`config.mk`:
```
export PLATFORM = sky130hd
export DESIGN_NAME = mem_stage
export DESIGN_NICKNAME = d
export VERILOG_FILES = /design/src/rtl/mem_stage_pkg.sv /design/src/rtl/data_mem.sv /design/src/rtl/mem_stage.sv
export SDC_FILE = /design/constraint.sdc
export NUM_CORES = 1
export LEC_CHECK = 0
export CAP_MARGIN = 20
export CORE_MARGIN = 10
export CORE_UTILIZATION = 54
export CTS_CLUSTER_DIAMETER = 120
export DETAILED_ROUTE_END_ITERATION = 16
export PLACE_DENSITY = 0.72
export SLEW_MARGIN = 30
export SYNTH_ARGS = -nofsm -noshare
export SYNTH_HDL_FRONTEND = slang
export SYNTH_SLANG_ARGS = --single-unit
```
`constraint.sdc`:
```
create_clock -name me_clk -period 3.6 [get_ports me_clk]
set_input_delay 0.72 -clock me_clk [delete_from_list [all_inputs] [get_ports me_clk]]
set_output_delay 0.72 -clock me_clk [all_outputs]
set_load 0.02 [all_outputs]
```
`src/rtl/mem_stage_pkg.sv`:
```
// mem_stage_pkg: opcode constants, FSM state type and opcode decode helpers
// shared by the memory stage and its data memory.
`ifndef OPCODE_WIDTH
`define OPCODE_WIDTH 7
`endif

package mem_stage_pkg;

  localparam logic [`OPCODE_WIDTH-1:0] OP_RTYPE  = 7'b0110011;
  localparam logic [`OPCODE_WIDTH-1:0] OP_ITYPE  = 7'b0010011;
  localparam logic [`OPCODE_WIDTH-1:0] OP_LOAD   = 7'b0000011;
  localparam logic [`OPCODE_WIDTH-1:0] OP_STORE  = 7'b0100011;
  localparam logic [`OPCODE_WIDTH-1:0] OP_BRANCH = 7'b1100011;
  localparam logic [`OPCODE_WIDTH-1:0] OP_JAL    = 7'b1101111;
  localparam logic [`OPCODE_WIDTH-1:0] OP_JALR   = 7'b1100111;
  localparam logic [`OPCODE_WIDTH-1:0] OP_LUI    = 7'b0110111;
  localparam logic [`OPCODE_WIDTH-1:0] OP_AUIPC  = 7'b0010111;

  typedef enum logic {
    ST_IDLE,
    ST_ACCESS
  } mem_state_t;

  // Opcodes that retire in one cycle and write the register file.
  function automatic logic op_writes_rd(input logic [`OPCODE_WIDTH-1:0] op);
    case (op)
      OP_RTYPE, OP_ITYPE, OP_LUI, OP_AUIPC, OP_JAL, OP_JALR: return 1'b1;
      default:                                               return 1'b0;
    endcase
  endfunction

  // Opcodes that need a data-memory bus cycle.
  function automatic logic op_is_mem(input logic [`OPCODE_WIDTH-1:0] op);
    return (op == OP_LOAD) || (op == OP_STORE);
  endfunction

endpackage

```
`src/rtl/data_mem.sv`:
```
// data_mem: Wishbone-style slave holding 2^AWIDTH x DWIDTH words.
// Read data is registered; ack marks the cycle in which the access commits.
// With MEM_STAGE_WAIT_STATE_EN defined, each access spends one wait cycle
// before ack is given.
module data_mem
  import mem_stage_pkg::*;
#(
  parameter int AWIDTH = 5,
  parameter int DWIDTH = 32
) (
  input  logic              clk,
  input  logic              rst,
  input  logic              cyc,
  input  logic              stb,
  input  logic              we,
  input  logic [AWIDTH-1:0] adr,
  input  logic [DWIDTH-1:0] dat_i,
  output logic [DWIDTH-1:0] dat_o,
  output logic              ack
);

  logic [DWIDTH-1:0] mem [2**AWIDTH];
  logic              req;

  assign req = cyc & stb;

`ifdef MEM_STAGE_WAIT_STATE_EN
  logic wait_done;

  // Wait-state tracker: the first strobed cycle only arms it, the second acks;
  // it restarts whenever the master drops the cycle.
  always_ff @(posedge clk) begin
    if (!rst)      wait_done <= 1'b0;
    else if (!cyc) wait_done <= 1'b0;
    else if (stb)  wait_done <= ~wait_done;
  end

  assign ack = req & wait_done;
`else
  assign ack = req;
`endif

  // Storage write on an acknowledged write cycle; contents are never reset.
  always_ff @(posedge clk) begin
    if (ack && we) mem[adr] <= dat_i;
  end

  // Registered read word, updated only by an acknowledged read.
  always_ff @(posedge clk) begin
    if (!rst)            dat_o <= '0;
    else if (ack && !we) dat_o <= mem[adr];
  end

endmodule

```
`src/rtl/mem_stage.sv`:
```
// mem_stage: memory-access stage of the RV32 pipeline. Latches execute
// results, runs STORE/LOAD through the internal data_mem with a cyc/stb/we
// handshake, stalls upstream while an access is outstanding and forwards
// rd address/data/write-enable to writeback.
// Optional build macro: MEM_STAGE_WAIT_STATE_EN (two-cycle memory access).
`ifndef OPCODE_WIDTH
`define OPCODE_WIDTH 7
`endif

module mem_stage
  import mem_stage_pkg::*;
#(
  parameter int AWIDTH      = 5,
  parameter int DWIDTH      = 32,
  parameter int FUNCT_WIDTH = 3
) (
  input  logic                     me_clk,
  input  logic                     me_rst,
  input  logic                     me_i_ce,
  input  logic                     me_i_stall,
  input  logic                     me_i_flush,
  input  logic [DWIDTH-1:0]        me_i_rs2_data,
  input  logic [DWIDTH-1:0]        me_i_alu_value,
  input  logic [`OPCODE_WIDTH-1:0] me_i_opcode,
  input  logic [AWIDTH-1:0]        me_i_rd_addr,
  input  logic [DWIDTH-1:0]        me_i_rd_data,
  output logic                     me_o_ce,
  output logic                     me_o_stall,
  output logic                     me_o_flush,
  output logic [`OPCODE_WIDTH-1:0] me_o_opcode,
  output logic                     me_o_cyc,
  output logic                     me_o_stb,
  output logic                     me_o_we,
  output logic [AWIDTH-1:0]        me_o_store_addr,
  output logic [DWIDTH-1:0]        me_o_store_data,
  output logic [AWIDTH-1:0]        me_o_load_addr,
  output logic [DWIDTH-1:0]        me_o_load_data,
  output logic [AWIDTH-1:0]        me_o_rd_addr,
  output logic [DWIDTH-1:0]        me_o_rd_data,
  output logic                     me_o_rd_we
);

  mem_state_t               state_q, state_d;
  logic                     busy;
  logic                     accept;
  logic                     mem_stb;
  logic                     mem_ack;
  logic [AWIDTH-1:0]        addr_q;
  logic [DWIDTH-1:0]        rd_data_q;
  logic                     rd_sel_mem_q;
  logic [DWIDTH-AWIDTH-1:0] alu_high_unused;
  logic [FUNCT_WIDTH-1:0]   funct_unused;

  // Only the low address bits select a word; funct3 is reserved.
  assign alu_high_unused = me_i_alu_value[DWIDTH-1:AWIDTH];
  assign funct_unused    = '0;

  assign me_o_stall = me_i_stall | busy;
  assign me_o_flush = me_i_flush;
  assign accept     = me_i_ce & ~me_o_stall;

  // The memory only sees a live strobe when this edge is not reset, flushed
  // or held, so an abandoned access can never write.
  assign mem_stb = busy & me_rst & ~me_i_flush & ~me_i_stall;

  // FSM state register.
  always_ff @(posedge me_clk) begin
    if (!me_rst) state_q <= ST_IDLE;
    else         state_q <= state_d;
  end

  // FSM next state: flush abandons, stall holds, ack completes.
  always_comb begin
    state_d = state_q;
    if (me_i_flush) begin
      state_d = ST_IDLE;
    end else if (!me_i_stall) begin
      case (state_q)
        ST_IDLE:   if (accept && op_is_mem(me_i_opcode)) state_d = ST_ACCESS;
        ST_ACCESS: if (mem_ack)                          state_d = ST_IDLE;
        default:                                         state_d = ST_IDLE;
      endcase
    end
  end

  // FSM outputs: bus signals follow the registered state.
  always_comb begin
    busy     = (state_q == ST_ACCESS);
    me_o_cyc = busy;
    me_o_stb = busy;
    me_o_we  = busy && (me_o_opcode == OP_STORE);
  end

  // Pipeline registers: accept latches the instruction, ack retires memory ops.
  always_ff @(posedge me_clk) begin
    if (!me_rst) begin
      me_o_ce         <= 1'b0;
      me_o_rd_we      <= 1'b0;
      me_o_opcode     <= '0;
      me_o_rd_addr    <= '0;
      me_o_store_addr <= '0;
      me_o_store_data <= '0;
      me_o_load_addr  <= '0;
      addr_q          <= '0;
      rd_data_q       <= '0;
      rd_sel_mem_q    <= 1'b0;
    end else if (me_i_flush) begin
      me_o_ce    <= 1'b0;
      me_o_rd_we <= 1'b0;
    end else if (!me_i_stall) begin
      if (mem_ack) begin
        me_o_ce    <= 1'b1;
        me_o_rd_we <= (me_o_opcode == OP_LOAD);
        if (me_o_opcode == OP_LOAD) rd_sel_mem_q <= 1'b1;
      end else if (accept) begin
        me_o_opcode  <= me_i_opcode;
        me_o_rd_addr <= me_i_rd_addr;
        addr_q       <= me_i_alu_value[AWIDTH-1:0];
        if (op_is_mem(me_i_opcode)) begin
          me_o_ce    <= 1'b0;
          me_o_rd_we <= 1'b0;
          if (me_i_opcode == OP_STORE) begin
            me_o_store_addr <= me_i_alu_value[AWIDTH-1:0];
            me_o_store_data <= me_i_rs2_data;
          end else begin
            me_o_load_addr <= me_i_alu_value[AWIDTH-1:0];
          end
        end else begin
          me_o_ce      <= 1'b1;
          me_o_rd_we   <= op_writes_rd(me_i_opcode);
          rd_data_q    <= me_i_rd_data;
          rd_sel_mem_q <= 1'b0;
        end
      end else begin
        me_o_ce    <= 1'b0;
        me_o_rd_we <= 1'b0;
      end
    end
  end

  // After a load, rd data comes straight from the memory's registered word.
  always_comb begin
    me_o_rd_data = rd_sel_mem_q ? me_o_load_data : rd_data_q;
  end

  data_mem #(
    .AWIDTH (AWIDTH),
    .DWIDTH (DWIDTH)
  ) u_data_mem (
    .clk   (me_clk),
    .rst   (me_rst),
    .cyc   (busy),
    .stb   (mem_stb),
    .we    (me_o_we),
    .adr   (addr_q),
    .dat_i (me_o_store_data),
    .dat_o (me_o_load_data),
    .ack   (mem_ack)
  );

endmodule

```
[Word level (Yosys, flattened, before mapping)]
Memory sizes are Yosys's and may differ from the RTL's. A register that Yosys moved wholly into a read port is not among the register bits.
Cells that the tools add are included.
Word-level totals
  flip-flop bits (word level): 95
  memory bits (writable): 1024
  bits of input ports: 113
  logic and storage cells: 70
  output and inout port bits: 125
  memories: 1
Memories
  u_data_mem.mem: depth 32, bits a word 32, read ports 1, clocked after Yosys merged registers in 1, wr ports 1, line data_mem.sv:22  | logic [DWIDTH-1:0] mem [2**AWIDTH];
Cells by class
  eq/ne operators: 12
  bitwise gates (word level): 14
  reduce and logical (&&, ||, !) cells: 15
  muxes and demuxes: 17
Operator list (count)
  32-bit two-way mux: 1
  7-bit by 6-bit equality test with 1-bit output, second input constant: 4
  1-bit two-way mux: 15
  7-bit by 2-bit equality test with 1-bit output, second input constant: 2
  7-bit by 5-bit equality test with 1-bit output, second input constant: 2
  7-bit equality test, second input constant: 2
  6-bit AND reduction: 2
  5-bit AND reduction: 2
  1-bit inverter: 8
  6-bit OR reduction: 1
  1-bit bitwise AND: 5
  1-bit logical AND: 4
  4-bit AND reduction: 1
  1-bit zero test: 2
  2-bit by 1-bit != test with 1-bit output, second input constant: 1
  2-bit != test, second input constant: 1
  1-bit one-hot mux with 2 select lines: 1
  2-bit nonzero test: 1
  2-bit OR reduction: 1
  1-bit logical OR: 1
  1-bit bitwise OR: 1

[Logic depth before layout (Yosys ltp)]
Gate-level depths: netlist of the first run.
  depth in word-level cells: 7
  gate-level depth with buffers: 9
  gate-level depth less buffers: 5

[By module]
Synthesis of the first run repeated with hierarchy kept, for this count alone.
Second synthesis, totals
  cells, all modules: 2512
  area total of the unflattened synthesis: 44564.0 um2
Modules (own cells, without submodules)
  data_mem: area each 40373.7 um2, sequential area each 31390.1 um2, cells each 2084, instances 1
  mem_stage: area each 4190.3 um2, sequential area each 1901.8 um2, cells each 428, instances 1

[Worst setup path after synthesis of the first run]
No wires, ideal clock.
  kind: input port to flip-flop
  start point: in me_i_flush
  end point: mem u_data_mem.mem[4][0], enable pin
  cell stages on the path: 6
  required time: 3.179 ns
  data arrival time: 3.118 ns
  setup time: 0.421 ns
  buffers on the path: 1
  slack: 0.061 ns
  cells stage by stage: nand2b_1 or3b_1 nor3_1 nand2b_1 clkbuf_1 nor2_1
Between the ends
  word-level cells in the longest chain between the ends: 7
RTL lines
  from (decl): line mem_stage.sv:21  | input logic me_i_flush,
  1-bit inverter (no source line)
  1-bit bitwise AND (2 in a row): line mem_stage.sv:64  | assign mem_stb = busy & me_rst & ~me_i_flush & ~me_i_stall;
  1-bit bitwise AND: line data_mem.sv:25  | assign req = cyc & stb;
  1-bit logical AND: line data_mem.sv:45  | if (ack && we) mem[adr] <= dat_i;
  1-bit two-way mux: line data_mem.sv:45
  1-bit two-way mux (implied by the code): line data_mem.sv:45
  to (decl): line data_mem.sv:22
Every way passes these cells.

[Worst setup path after layout of the first run]
  start point: reg me_o_opcode[1]
  end point: out me_o_we
Between the ends
  word-level cells in the longest chain between the ends: 2
RTL lines
  from (decl): line mem_stage.sv:30  | output logic [`OPCODE_WIDTH-1:0] me_o_opcode,
  from (signal assigned): line mem_stage.sv:116  | me_o_opcode <= me_i_opcode;
  7-bit by 6-bit equality test with 1-bit output: line mem_stage.sv:91  | me_o_we = busy && (me_o_opcode == OP_STORE);
  1-bit logical AND: line mem_stage.sv:91
  to (decl): line mem_stage.sv:33  | output logic me_o_we,
Every way passes these cells.

==> results.tsv, run 1 <==
metric	value	unit
metal2 WL	58900	um
count leader, synth	edfxtp_1	
DRT iter0 DRCs	2727	
global route total overflow	0	
Worst-path clk slew	0.06	ns
Post-route DRC	0	
GP Congestion	0.859	
Setup Viol. Count Final	0	
Post-synth EDFFs	1024	
Hold Path End	me_o_cyc	
post-synth top area share	69.5	%
I/O Buffers	210	
Mean Syn Cell Area	17.7	um^2
width of the die	306	um
CTS root buffer	clkbuf_16	
Routed met3 length	8890	um
TritonCTS clock tree	built	
Arr. time, crit path	2.61	ns
GRT Total Usage	24.4	%
met1 WL	44200	um
post-synthesis cell type count	59	
CTS max path bufs	3	
cell area after synthesis	44300	um^2
hold crit path type	in2reg	
number of global-route vias before repair	25055	
worst path cell trace	nor4bb_2, and3_1, and2_1, clkdlybuf4s50_1	
antenna violations before repair	0	
final period utilization	92.4	%
WHS Path Cells	3	
Setup crit end kind	primary output	
per-cell routed wire length	29.2	um
I/O pin total	238	
largest net degree at the start of global routing	78	
Yosys reg bits	1151	
Post-CTS Setup Inserts	0	
list of most frequent post-synthesis cells	edfxtp_1 (1,024), mux2i_1 (293), nand2_1 (203), o22ai_1 (128), dfxtp_1 (127)	
antenna violation net count after detailed routing	0	
Worst Path Max Fanout	4	
layout cells sized above 1	18.1	%
Worst slew margin	38.5	%
Die H	306	um
asr flop ratio synth	0	%
WS Path Type	reg2out	
Slowest-stage cell, CP	clkdlybuf4s50_1	
FF-to-FF path depth	6	
leakage	18.4	nW
Initial Util	54.7	%
Detailed Route WL	117000	um
Fill cells	5475	
Synth Net Count	2609	
hold buffer count at cts	0	
row count	104	
Placed Instances	3784	
Yosys top cell by area	edfxtp_1	
sequential-to-total area share from yosys stat	75.2	%
RSZ-0062 raised after global routing	false	
die area	93800	um^2
uppermost routed layer	met4	
Startpoint Class	flip-flop	
status	finished clean	
final hold slack	0.427	ns
post-route insts no fill	3991	
first-pass detailed-route iteration total	6	
Clock Sinks	1151	
worst r2r src	addr_q[2]	
synth top area cells	edfxtp_1 (69%), mux2i_1 (6.6%), dfxtp_1 (5.7%), mux4_2 (5.0%), o22ai_1 (1.8%)	
Final Skew	0.0223	ns
PwrDens	499	nW/um^2
dpl ws	0.199	ns
Layout Area Growth over Synthesis	18.1	%
via/cell ratio	6.24	
Power Total	26.1	mW
first-pass GRT wire length	169000	um
Final Net Count	2948	
Register Area	33300	um^2
max_cap viols	0	
peak per-stage delay on the critical path	0.65	ns
Syn Inst Count	2496	
setup ws final	0.272	ns
TNS Setup	0	ns
YS warnings	0	
Vias	24912	
DP HPWL	73500	um
HP Start	me_rst	
Max Freq	0.301	GHz
TritonCTS Buffers	109	
Top FF cell, synth	edfxtp_1	
area of the multi-input gates	10400	um^2
ANT cells	0	
r2r setup slk	0.66	ns
Worst Path Buf+Inv	1	
CP delay by family, top	simple AND/OR/NAND/NOR gates	
CP required	2.88	ns
R2R Path End	u_data_mem.dat_o[12]	
H-tree levels	3	
core footprint	80900	um^2
maximum vdd drop	0.647	mV
clock latency on the worst-skew pair	0.67	ns
Least-Margin Pin Slew	0.922	ns
Final Slew Violations	0	
Final min period	3.33	ns
endpoints failing hold	0	
[how the worst max path moves through the flow]
stage,from,to,slack (ns),cells after the start
final,me_o_opcode[1],me_o_we,0.27,4
after global placement,me_i_flush,u_data_mem.mem[10][7],0.21,8
after floorplan,me_i_flush,u_data_mem.mem[4][0],0.06,6
after detailed placement,me_i_flush,u_data_mem.mem[10][12],0.20,8
after CTS,me_o_opcode[1],me_o_we,0.13,4
after global routing,me_o_opcode[1],me_o_we,0.16,4
[kinds of logic after synthesis]
logic type,share of synthesized area [%]
buf+inv,1.98
flops,75.2
simple gates,4.01
compound gates,5.67
mux,13.1
[through the flow]
stage / cell area, um^2 / util (%)
4_1_cts: 52300 / 64.6
3_3_place_gp: 48800 / 60.2
2_1_floorplan: 44300 / -
5_1_grt: 52300 / 64.6
3_5_place_dp: 48800 / 60.2
6_report: 52300 / 64.6
[report_power, final]
group | internal, mW | leakage, nW | total [mW] | switching (mW)
clock network | 6.45 | 1.72 | 11.2 | 4.75
logic | 0.252 | 3.79 | 0.548 | 0.296
registers | 14.3 | 12.9 | 14.4 | 0.0236
total | 21.0 | 18.4 | 26.1 | 5.07
[cell usage in the layout, fill, tap and decap left out, types with 16 or more instances in the layout]
cell                n
a21boi_0           82
a21oi_1            31
a31oi_1            28
buf_12             32
buf_4             138
clkbuf_1           40
clkbuf_16         113
clkdlybuf4s50_1   209
clkinv_1           17
clkinv_2           16
dfxtp_1           123
edfxtp_1         1024
mux2_2             57
mux2i_1           293
mux4_2             99
nand2_1           203
nor2_4             33
nor2b_1            18
nor4_1             25
o21ai_0            38
o22ai_1           128
[registers in the layout, indices dropped and copies added, names as in the netlist, 5 cells and up]
name              cells
me_o_load_addr        5
rd_data_q            32
me_o_rd_addr          5
addr_q                5
me_o_opcode           7
me_o_store_data      32
u_data_mem.mem     1024
me_o_store_addr       5
u_data_mem.dat_o     32
[what timing repair did]
item	CTS	global route
setup endpoints to repair	0	1
endpoints found under the hold margin	0	0
gates resized for setup	0	1
[per-layer routing]
layer  vias to the layer above  GRT usage [%]
met3                       243           3.74
met5                         -              0
met1                     12774           31.6
met2                      1240           41.0
li1                      10655              -
met4                         0           9.99
[tightest hold or removal path, cell delays in order]
cell      delay, ns
buf_4          0.08
nand2b_1       0.12
nor2_1         0.13
[area by class of cell]
type	instances	share of cell area, %
clock buffers	162	5.93
clock inverters	45	0.790
inverters	1	0.00718
multi-input cells	1193	19.8
flip-flops and latches	1151	63.7
well taps	1060	2.54
repair buffers	379	7.21
No activity file was read; power rests on OpenSTA's default activity.
==> run 2: changes to the inputs <==
CORE_ASPECT_RATIO = 1.5   (was default)
HOLD_SLACK_MARGIN = 0.06   (was default)
PLACE_DENSITY = 0.78   (was 0.72)
==> results.tsv, run 2 (synthesized netlist as in run 1, its figures left out) <==
metric	value	unit	change
Layout Area Growth over Synthesis	18.2	%	was 18.1%
I/O pin total	238		unchanged
CP required	2.88	ns	about the same
Final Slew Violations	0		unchanged
Clock Sinks	1151		unchanged
Final Skew	0.0243	ns	was 0.0223 ns
layout cells sized above 1	18.6	%	was 18.1%
commonest non-fill, non-tap cells in the layout	edfxtp_1 (1,024), mux2i_1 (293), clkdlybuf4s50_1 (209)		unchanged
status	finished clean		unchanged
final period utilization	98.4	%	was 92.4%
row count	128		was 104
first-pass GRT wire length	177000	um	was 169,000 um
CTS root buffer	clkbuf_16		unchanged
max reg flops	1024		unchanged
per-cell routed wire length	30.8	um	was 29.2 um
# resized after CTS	0		unchanged
Initial Util	54.5	%	was 54.7%
Setup Viol. Count Final	0		unchanged
Post-route DRC	0		unchanged
Worst-path clk slew	0.07	ns	was 0.06 ns
DRT iter0 DRCs	2966		was 2,727
post-route insts no fill	3961		was 3,991
most common cell after layout, fill and taps aside	edfxtp_1		unchanged
Hold Path End	rd_data_q[15]		was me_o_cyc
FF-to-FF path depth	6		unchanged
Setup crit end kind	primary output		unchanged
die area	94000	um^2	was 93,800 um^2
Detailed Route WL	122000	um	was 117,000 um
Max Freq	0.282	GHz	was 0.301 GHz
antenna violation net count after detailed routing	0		unchanged
core footprint	81200	um^2	was 80,900 um^2
hold crit path type	reg2reg		was in2reg
WHS Path Cells	2		was 3
I/O Buffers	210		unchanged
worst r2r src	addr_q[0]		was addr_q[2]
Final Net Count	2950		was 2,948
endpoints failing hold	0		unchanged
first-pass detailed-route iteration total	6		unchanged
R2R Path End	u_data_mem.dat_o[25]		was u_data_mem.dat_o[12]
Final min period	3.54	ns	was 3.33 ns
Placed Instances	3780		was 3,784
Arr. time, crit path	2.82	ns	was 2.61 ns
global route total overflow	0		unchanged
WS Path Type	reg2out		unchanged
DP HPWL	79600	um	was 73,500 um
r2r setup slk	0.48	ns	was 0.66 ns
Startpoint Class	flip-flop		unchanged
GRT Total Usage	25.8	%	was 24.4%
Largest Register	u_data_mem.mem		unchanged
antenna violations before repair	6		was 0
number of global-route vias before repair	26055		was 25,055
Vias	25398		was 24,912
width of the die	254	um	was 306 um
Worst slew margin	34.6	%	was 38.5%
max_cap viols	0		unchanged
RSZ-0062 raised after global routing	false		unchanged
largest net degree at the start of global routing	104		was 78
CTS max path bufs	3		unchanged
maximum vdd drop	0.557	mV	was 0.647 mV
via/cell ratio	6.41		was 6.24
dpl ws	0.209	ns	was 0.199 ns
TNS Setup	0	ns	unchanged
HP Start	rd_data_q[15]		was me_rst
Least-Margin Pin Slew	0.981	ns	was 0.922 ns
leakage	18.5	nW	was 18.4 nW
Die H	371	um	was 306 um
TritonCTS clock tree	built		unchanged
hold buffer count at cts	0		unchanged
Worst Path Max Fanout	4		unchanged
Post-CTS Setup Inserts	0		unchanged
TritonCTS Buffers	95		was 109
GP Congestion	0.910		was 0.859
H-tree levels	3		unchanged
setup ws final	0.0576	ns	was 0.272 ns
clock latency on the worst-skew pair	0.67	ns	about the same
PwrDens	499	nW/um^2	about the same
==> run 2: how the worst max path moves through the flow <==
stage	startpoint	endpoint	slack [ns]
floorplan	me_i_flush	u_data_mem.mem[4][0]	0.06
finish	me_o_opcode[1]	me_o_we	0.06
global route	me_o_opcode[1]	me_o_we	0.05
global placement	me_i_opcode[6]	me_o_store_data[11]	0.27
detailed placement	me_i_opcode[6]	me_o_store_addr[0]	0.21
CTS	me_o_opcode[1]	me_o_we	0.11
==> run 2: per-layer routing <==
metal	routed length, um	part of all wire [%]	vias to the layer above	track usage [%]
met1	39500	32	12913	28.7
met5	0	0	-	0
met3	8780	7.2	362	3.61
met2	63800	52	1501	45.1
met4	10100	8.3	0	18.6
li1	-	-	10622	-
==> run 2: cell type report <==
cell class              instances  area [um^2]
diodes                          4         10.0
fillers                      5102        28900
flip-flops and latches       1151        33300
inverters                       1         3.75
repair buffers                395         3940
well taps                    1040         1300
clock buffers                 127         2670
clock inverters                50          728
multi-input cells            1193        10400
==> run 2: stage by stage <==
step	power, mW	utilization [%]	hold slack, ns	area [um^2]
2_1_floorplan	14.9	-	0.433	44300
3_3_place_gp	15.2	60.2	0.439	48900
3_5_place_dp	15.2	60.2	0.442	48900
4_1_cts	26.2	64.4	0.456	52300
5_1_grt	26.7	64.4	0.477	52300
6_report	26.1	64.4	0.465	52300
==> run 2: worst max-delay path, stage by stage, from the launching register on <==
cell and delay, ns:
dfxtp_1 0.35, nor4bb_1 0.58, and3_1 0.41, and2_1 0.17, clkdlybuf4s50_1 0.64
==> run 2: power by group <==
group | internal (mW) | leakage, nW | switching [mW] | total [mW]
clock network | 6.53 | 1.65 | 4.67 | 11.2
logic | 0.258 | 3.88 | 0.292 | 0.550
registers | 14.3 | 12.9 | 0.0273 | 14.4
